**config.mk**
```make
export PLATFORM = sky130hd
export DESIGN_NAME = fifo_wr_ptr_full
export DESIGN_NICKNAME = d
export VERILOG_FILES = /design/src/rtl/fifo_pkg.sv /design/src/rtl/fifo_sync_2ff.sv /design/src/rtl/fifo_wr_ptr_full.sv
export SDC_FILE = /design/constraint.sdc
export NUM_CORES = 1
export LEC_CHECK = 0
export ABC_AREA = 1
export ABC_CLOCK_PERIOD_IN_PS = 2500
export CAP_MARGIN = 20
export CORE_MARGIN = 2
export CORE_UTILIZATION = 30
export CTS_CLUSTER_DIAMETER = 100
export DETAILED_ROUTE_END_ITERATION = 10
export GPL_TIMING_DRIVEN = 1
export HOLD_SLACK_MARGIN = 0.02
export PLACE_DENSITY = 0.53
export SLEW_MARGIN = 20
export SYNTH_ARGS = -nofsm -noshare
export SYNTH_HDL_FRONTEND = slang
export SYNTH_SLANG_ARGS = --single-unit
```
**constraint.sdc**
```tcl
create_clock -name clk -period 2.5 [get_ports clk]
set_clock_uncertainty 0.05 [all_clocks]
set_input_delay 0.5 -clock clk [delete_from_list [all_inputs] [get_ports clk]]
set_output_delay 0.5 -clock clk [all_outputs]
set_load 0.005 [all_outputs]
```
**src/rtl/fifo_pkg.sv**
```systemverilog
`default_nettype none
// ============================================================================
// Module   : fifo_pkg
// Purpose  : Shared definitions for the async FIFO pointer blocks. Holds the
//            default address width and the Gray/binary conversion helpers.
// Contents : c_addr_size_default - default memory address width
//            bin2gray / gray2bin  - width-independent conversions
// Revision : 1.0 - initial release
// ============================================================================
package fifo_pkg;

    localparam int c_addr_size_default = 4;

    // Widest pointer the helpers accept.
    localparam int c_max_width = 32;

    // The helpers work on a zero-extended vector. Leading zeros do not change
    // either conversion, so one function serves every pointer width. Callers
    // size the result back down with a cast.
    function automatic logic [c_max_width-1:0] bin2gray(input logic [c_max_width-1:0] bin);
        return bin ^ (bin >> 1);
    endfunction

    function automatic logic [c_max_width-1:0] gray2bin(input logic [c_max_width-1:0] gray);
        logic [c_max_width-1:0] bin;
        bin[c_max_width-1] = gray[c_max_width-1];
        for (int i = c_max_width - 2; i >= 0; i--) begin
            bin[i] = bin[i+1] ^ gray[i];
        end
        return bin;
    endfunction

endpackage
`default_nettype wire

```
**src/rtl/fifo_sync_2ff.sv**
```systemverilog
`default_nettype none
// ============================================================================
// Module   : fifo_sync_2ff
// Purpose  : Two-flop synchronizer for a multi-bit Gray-coded bus. Only one
//            bit of the input changes at a time, so the output is always
//            either the old value or the new value.
// Ports    : clk   - destination clock
//            rst_n - asynchronous active-low reset, clears both stages
//            i_d   - bus from the foreign clock domain
//            o_q   - synchronized bus
// Revision : 1.0 - initial release
// ============================================================================
module fifo_sync_2ff #(
    parameter int WIDTH = 5
) (
    input  logic             clk,
    input  logic             rst_n,
    input  logic [WIDTH-1:0] i_d,
    output logic [WIDTH-1:0] o_q
);

    logic [WIDTH-1:0] r_meta;
    logic [WIDTH-1:0] r_sync;

    always_ff @(posedge clk or negedge rst_n) begin
        if (!rst_n) begin
            r_meta <= '0;
            r_sync <= '0;
        end else begin
            r_meta <= i_d;
            r_sync <= r_meta;
        end
    end

    assign o_q = r_sync;

endmodule
`default_nettype wire

```
**src/rtl/fifo_wr_ptr_full.sv**
```systemverilog
`default_nettype none
// ============================================================================
// Module   : fifo_wr_ptr_full
// Purpose  : Write-domain pointer and flag generator for the async FIFO.
//            This block drives the memory write address and enable. It
//            publishes a Gray write pointer to the read domain. It also
//            derives full, almost-full and occupancy from the synchronized
//            read pointer.
// Ports    : clk            - write clock
//            rst_n          - asynchronous active-low reset
//            wr_inc         - producer write request
//            rd_ptr_gray    - read pointer (Gray), asynchronous to clk
//            wr_addr        - memory write address
//            en             - memory write enable (wr_inc && !wr_full)
//            wr_full        - registered full flag
//            wr_almost_full - registered, occupancy >= AFULL_THRESH
//            wr_count       - registered occupancy, 0..DEPTH
//            wr_ptr_gray    - registered Gray write pointer
//            wr_overflow    - sticky dropped-write flag (optional)
// Options  : WR_OVERFLOW_FLAG_EN - when defined, adds the wr_overflow output
// Revision : 1.0 - initial release
// ============================================================================
module fifo_wr_ptr_full
    import fifo_pkg::*;
#(
    parameter int ADDR_SIZE    = c_addr_size_default,
    parameter int AFULL_THRESH = (1 << ADDR_SIZE) - 2
) (
    input  logic                 clk,
    input  logic                 rst_n,
    input  logic                 wr_inc,
    input  logic [ADDR_SIZE:0]   rd_ptr_gray,
    output logic [ADDR_SIZE-1:0] wr_addr,
    output logic                 en,
    output logic                 wr_full,
    output logic                 wr_almost_full,
    output logic [ADDR_SIZE:0]   wr_count,
    output logic [ADDR_SIZE:0]   wr_ptr_gray
`ifdef WR_OVERFLOW_FLAG_EN
    ,
    output logic                 wr_overflow
`endif
);

    localparam int                c_ptr_w        = ADDR_SIZE + 1;
    localparam logic [c_ptr_w-1:0] c_afull_thresh = c_ptr_w'(AFULL_THRESH);

    logic [c_ptr_w-1:0] r_wbin;
    logic [c_ptr_w-1:0] r_wgray;
    logic               r_full;
    logic               r_afull;
    logic [c_ptr_w-1:0] r_count;

    logic [c_ptr_w-1:0] w_rq2;
    logic [c_ptr_w-1:0] w_rbin;
    logic               w_accept;
    logic [c_ptr_w-1:0] w_wbin_next;
    logic [c_ptr_w-1:0] w_wgray_next;
    logic [c_ptr_w-1:0] w_full_cmp;
    logic [c_ptr_w-1:0] w_count_next;

    // Read pointer into the write domain.
    fifo_sync_2ff #(
        .WIDTH (c_ptr_w)
    ) u_rd_sync (
        .clk   (clk),
        .rst_n (rst_n),
        .i_d   (rd_ptr_gray),
        .o_q   (w_rq2)
    );

    assign w_rbin       = c_ptr_w'(gray2bin(c_max_width'(w_rq2)));
    assign w_accept     = wr_inc & ~r_full;
    assign w_wbin_next  = r_wbin + c_ptr_w'(w_accept);
    assign w_wgray_next = c_ptr_w'(bin2gray(c_max_width'(w_wbin_next)));

    // The FIFO is full when the write pointer is exactly one lap ahead of
    // the read pointer. In Gray code this means the two MSBs are inverted
    // and the remaining bits are equal.
    generate
        if (ADDR_SIZE == 1) begin : g_full_cmp_narrow
            assign w_full_cmp = ~w_rq2;
        end else begin : g_full_cmp_wide
            assign w_full_cmp = {~w_rq2[ADDR_SIZE:ADDR_SIZE-1], w_rq2[ADDR_SIZE-2:0]};
        end
    endgenerate

    // Modular difference. The synchronized read pointer can only lag the
    // true read pointer, so this value never understates the occupancy.
    assign w_count_next = w_wbin_next - w_rbin;

    always_ff @(posedge clk or negedge rst_n) begin
        if (!rst_n) begin
            r_wbin  <= '0;
            r_wgray <= '0;
            r_full  <= 1'b0;
            r_afull <= 1'b0;
            r_count <= '0;
        end else begin
            r_wbin  <= w_wbin_next;
            r_wgray <= w_wgray_next;
            r_full  <= (w_wgray_next == w_full_cmp);
            r_afull <= (w_count_next >= c_afull_thresh);
            r_count <= w_count_next;
        end
    end

`ifdef WR_OVERFLOW_FLAG_EN
    logic r_overflow;

    // Sticky until reset so that a single dropped write is never missed.
    always_ff @(posedge clk or negedge rst_n) begin
        if (!rst_n) begin
            r_overflow <= 1'b0;
        end else if (wr_inc && r_full) begin
            r_overflow <= 1'b1;
        end
    end

    assign wr_overflow = r_overflow;
`endif

    assign wr_addr        = r_wbin[ADDR_SIZE-1:0];
    assign en             = w_accept;
    assign wr_full        = r_full;
    assign wr_almost_full = r_afull;
    assign wr_count       = r_count;
    assign wr_ptr_gray    = r_wgray;

endmodule
`default_nettype wire

```
==> summary by stage <==
Routing
After detailed routing, the number of vias per cell comes to 4.352. Dividing the detail-routed wire length by the instance count gives 11.19 um. The count of TritonRoute iterations in the first routing pass is 4. The post-detailed-route DRC marker count is 0. The count of nets left with antenna violations after detail routing is 0.

After the first detailed-routing iteration, the DRC count stood at 47. The detailed router placed 988 vias in this run. The total detailed-routing wirelength is 2.539 mm.

Placement
At the end of routability-driven placement, the weighted congestion stood at 0.7989. After detailed placement, the total cell area comes to 1635 um^2. The count of buffers added on input and output ports is 24. The half-perimeter wire length after placement is 1.874 mm.

At the placement stage, the worst setup path has a slack of -0.3147 ns.

Hold path
The path category of the worst min-delay check is reg2reg.

Worst setup path
STA puts the critical path data arrival time at 2.49 ns. STA classifies the critical path startpoint as a register. The kind of end point of the critical path is a register.

The required time of the critical path is 2.62 ns. Along the worst path, the maximum fanout reaches 3. The worst setup path is of the reg2reg kind.

Pwr
The analysis attributes to cell leakage a power of 0.0008797 uW. The power per cell area is 1280 nW/um^2. The maximum resistive drop on vdd is 0.4154 mV.

Synth
In this run, synthesis inferred 0 flip-flops with an integrated enable. The most numerous cell in the Yosys netlist is sky130_fd_sc_hd__nand2_1. The largest total area in the synthesized netlist belongs to sky130_fd_sc_hd__dfrtp_1. The fraction of registers with async set or reset after synthesis is 100.0%. After synthesis, the most frequently instantiated cells are 32 x sky130_fd_sc_hd__nand2_1, 26 x sky130_fd_sc_hd__dfrtp_1, 22 x sky130_fd_sc_hd__nand3_1, 16 x sky130_fd_sc_hd__inv_1, 7 x sky130_fd_sc_hd__nand2_2.

The share of Yosys cell area claimed by the top area cell type is 52.85%. During synthesis, Yosys emitted a total of 0 warnings. The share of synthesized area occupied by flip-flops and latches is 52.85%. Yosys attributes the largest share of cell area to sky130_fd_sc_hd__dfrtp_1 53%, sky130_fd_sc_hd__nand2_1 9.8%, sky130_fd_sc_hd__nand3_1 8.9%. The post-synthesis instance area is 1231 um^2. The cell count after synthesis came out at 133.

Among all flip-flop cells after synthesis, the most frequent one is sky130_fd_sc_hd__dfrtp_1. The number of distinct library cells after synthesis is 22. The net count after synthesis is 148. The flip-flop and latch count after synthesis is 26.

After synthesis, the mean cell area works out to 9.257 um^2.

STA
The number of max-slew violations in the final report is 0. Subtracting the final worst setup slack from the clock period gives 2.371 ns. The post-route fraction of the period consumed by the critical path is 94.83%. The minimum hold slack is 0.3048 ns. Setup violations remaining at the end of the flow were counted as 0. The worst path setup slack after routing is 0.1293 ns. The count of endpoints failing hold in the final timing report is 0. The tightest slew margin relative to the limit is 77.58%. The fmax is 421.8 MHz. Setup repair after global routing could not meet its margin everywhere. The transition at the pin with the smallest max-transition slack is 0.3363 ns.

Clock tree
The clock transition at the registers of the reported paths is 0.09 ns. The tree is rooted in a sky130_fd_sc_hd__clkbuf_8. The quantity of hold-fixing buffers added after cts is 0. The maximum buffer depth of the clock tree is 2. The number of levels in the clock H-tree is 1. The later-pin clock latency in the skew report is 0.27 ns. TritonCTS built the clock tree. The sink count of the clock tree is 26. The total CTS buffers is 3.

Global routing
The number of global-route vias before repair is 966. The initial antenna violation count is 0. Global routing consumed, over all layers together, 12.50% of the routing resources. After global routing the overflow that remains totals 0. The first-pass GRT wire length is 4.222 mm. Entering global routing, the biggest net connects 27 pins.

Floorplanning
After floorplanning, the core was sized to cover 3971 um^2. 25 I/O pins were placed. The horizontal die dimension is 68.06 um.

The die is 68.06 um tall. The die area is 4632 um^2. The starting density of the core is 31.00%. The floorplan has 23 rows.

Cells and area
The area growth from synthesis to layout is 47.46%. With fillers left out, the area of the finished cells amounts to 1815 um^2. The fraction of final layout cells sized beyond drive strength 1 is 27.68%. The number of antenna diodes in the final layout is 0. After the last flow step, the layout net total stands at 193.

Run
Max-cap violations in this run came to 0.

Outcome
The flow ran to the end, and the final reports show no timing, DRC or antenna violations.
-- routing by layer --
layer	track usage, %	up-vias	wire, um
met4	6.750	0	57
met2	20.63	18	1247
met3	2.303	5	97
li1	-	506	-
met1	15.43	459	1137
met5	0	-	0
-- power by group --
group | internal [uW] | switching [uW] | total, uW
registers | 565 | 98.7 | 664
clock network | 214 | 135 | 349
logic | 703 | 608 | 1310
-- through the flow --
| step | utilization, % | std cells | setup TNS [ns] | total power (uW) |
|---|---|---|---|---|
| global placement | 41.18 | 221 | -0.7304 | 1868 |
| CTS | 43.23 | 225 | 0 | 2241 |
| floorplan | - | 133 | 0 | 1285 |
| global route | 45.72 | 227 | -0.03552 | 2558 |
| detailed placement | 41.18 | 221 | -1.053 | 1873 |
| finish | 45.72 | 227 | 0 | 2324 |
-- state kept, by name, summed over array words and instances (netlist names) --
signal            count
wr_almost_full        1
wr_count              5
r_wbin                5
u_rd_sync.o_q         5
wr_full               1
wr_ptr_gray           4
u_rd_sync.r_meta      5
-- layout by cell type, fill, tap and decap left out, drive strengths merged --
cell type | netlist | layout
a21oi | 1 | 1
buf | 1 | 17
bufinv | 0 | 1
clkbuf | 0 | 3
clkdlybuf4s50 | 0 | 24
dfrtp | 26 | 26
fa | 1 | 1
ha | 6 | 6
inv | 18 | 18
nand2 | 40 | 40
nand3 | 23 | 23
nand3b | 1 | 1
nand4 | 1 | 1
nor2 | 6 | 6
o21a | 1 | 1
o21ai | 3 | 3
or2 | 1 | 1
xnor2 | 2 | 2
xor2 | 2 | 2
-- cell families after synthesis --
family,count (synthesis),synth area share [%]
buffers and inverters,19,6.403
adders and majority gates,7,7.723
xor gates and xnor gates,4,2.846
and+or+nand+nor,72,27.64
DFF,26,52.85
AOI/OAI and AO/OA,5,2.541
-- what timing repair did --
action / in CTS / in global routing
gates resized for setup: 2 / 18
setup buffers: 0 / 2
pin swaps: 0 / 8
setup endpoints to repair: 1 / 3
-- worst max-delay path, stage by stage, from the launching register on --
cell and delay (ns):
sky130_fd_sc_hd__dfrtp_1 0.42, sky130_fd_sc_hd__xnor2_2 0.17, sky130_fd_sc_hd__or2_4 0.29, sky130_fd_sc_hd__nand3_1 0.10, sky130_fd_sc_hd__nand3_1 0.08, sky130_fd_sc_hd__nand2_1 0.08, sky130_fd_sc_hd__inv_2 0.04, sky130_fd_sc_hd__ha_4 0.16
sky130_fd_sc_hd__fa_2 0.37, sky130_fd_sc_hd__nor2_2 0.09, sky130_fd_sc_hd__o21a_1 0.13, sky130_fd_sc_hd__nor2_2 0.04, sky130_fd_sc_hd__xor2_1 0.17, sky130_fd_sc_hd__nand2_1 0.07
-- final timing paths --
check	endpoint	startpoint	cells after the start	slack [ns]
max	wr_almost_full$_DFF_PN0_	u_rd_sync.o_q[3]$_DFF_PN0_	13	0.13
min	u_rd_sync.o_q[3]$_DFF_PN0_	u_rd_sync.r_meta[3]$_DFF_PN0_	0	0.30
max in group asynchronous	u_rd_sync.r_meta[1]$_DFF_PN0_	rst_n	2	1.62
min in group asynchronous	wr_count[3]$_DFF_PN0_	rst_n	2	0.53
min reg2reg	u_rd_sync.o_q[3]$_DFF_PN0_	u_rd_sync.r_meta[3]$_DFF_PN0_	0	0.30
max reg2reg	wr_almost_full$_DFF_PN0_	u_rd_sync.o_q[3]$_DFF_PN0_	13	0.13
-- layout make-up --
class / instances / area, um^2
Inverter: 18 / 67.56
Timing Repair Buffer: 41 / 367.9
Clock buffer: 3 / 41.29
Tap cell: 50 / 62.56
Multi-Input combinational cell: 88 / 595.6
Sequential cell: 26 / 650.6
Fill cell: 371 / 2156
Clock inverter: 1 / 30.03
No activity file was read; power rests on OpenSTA's default activity.
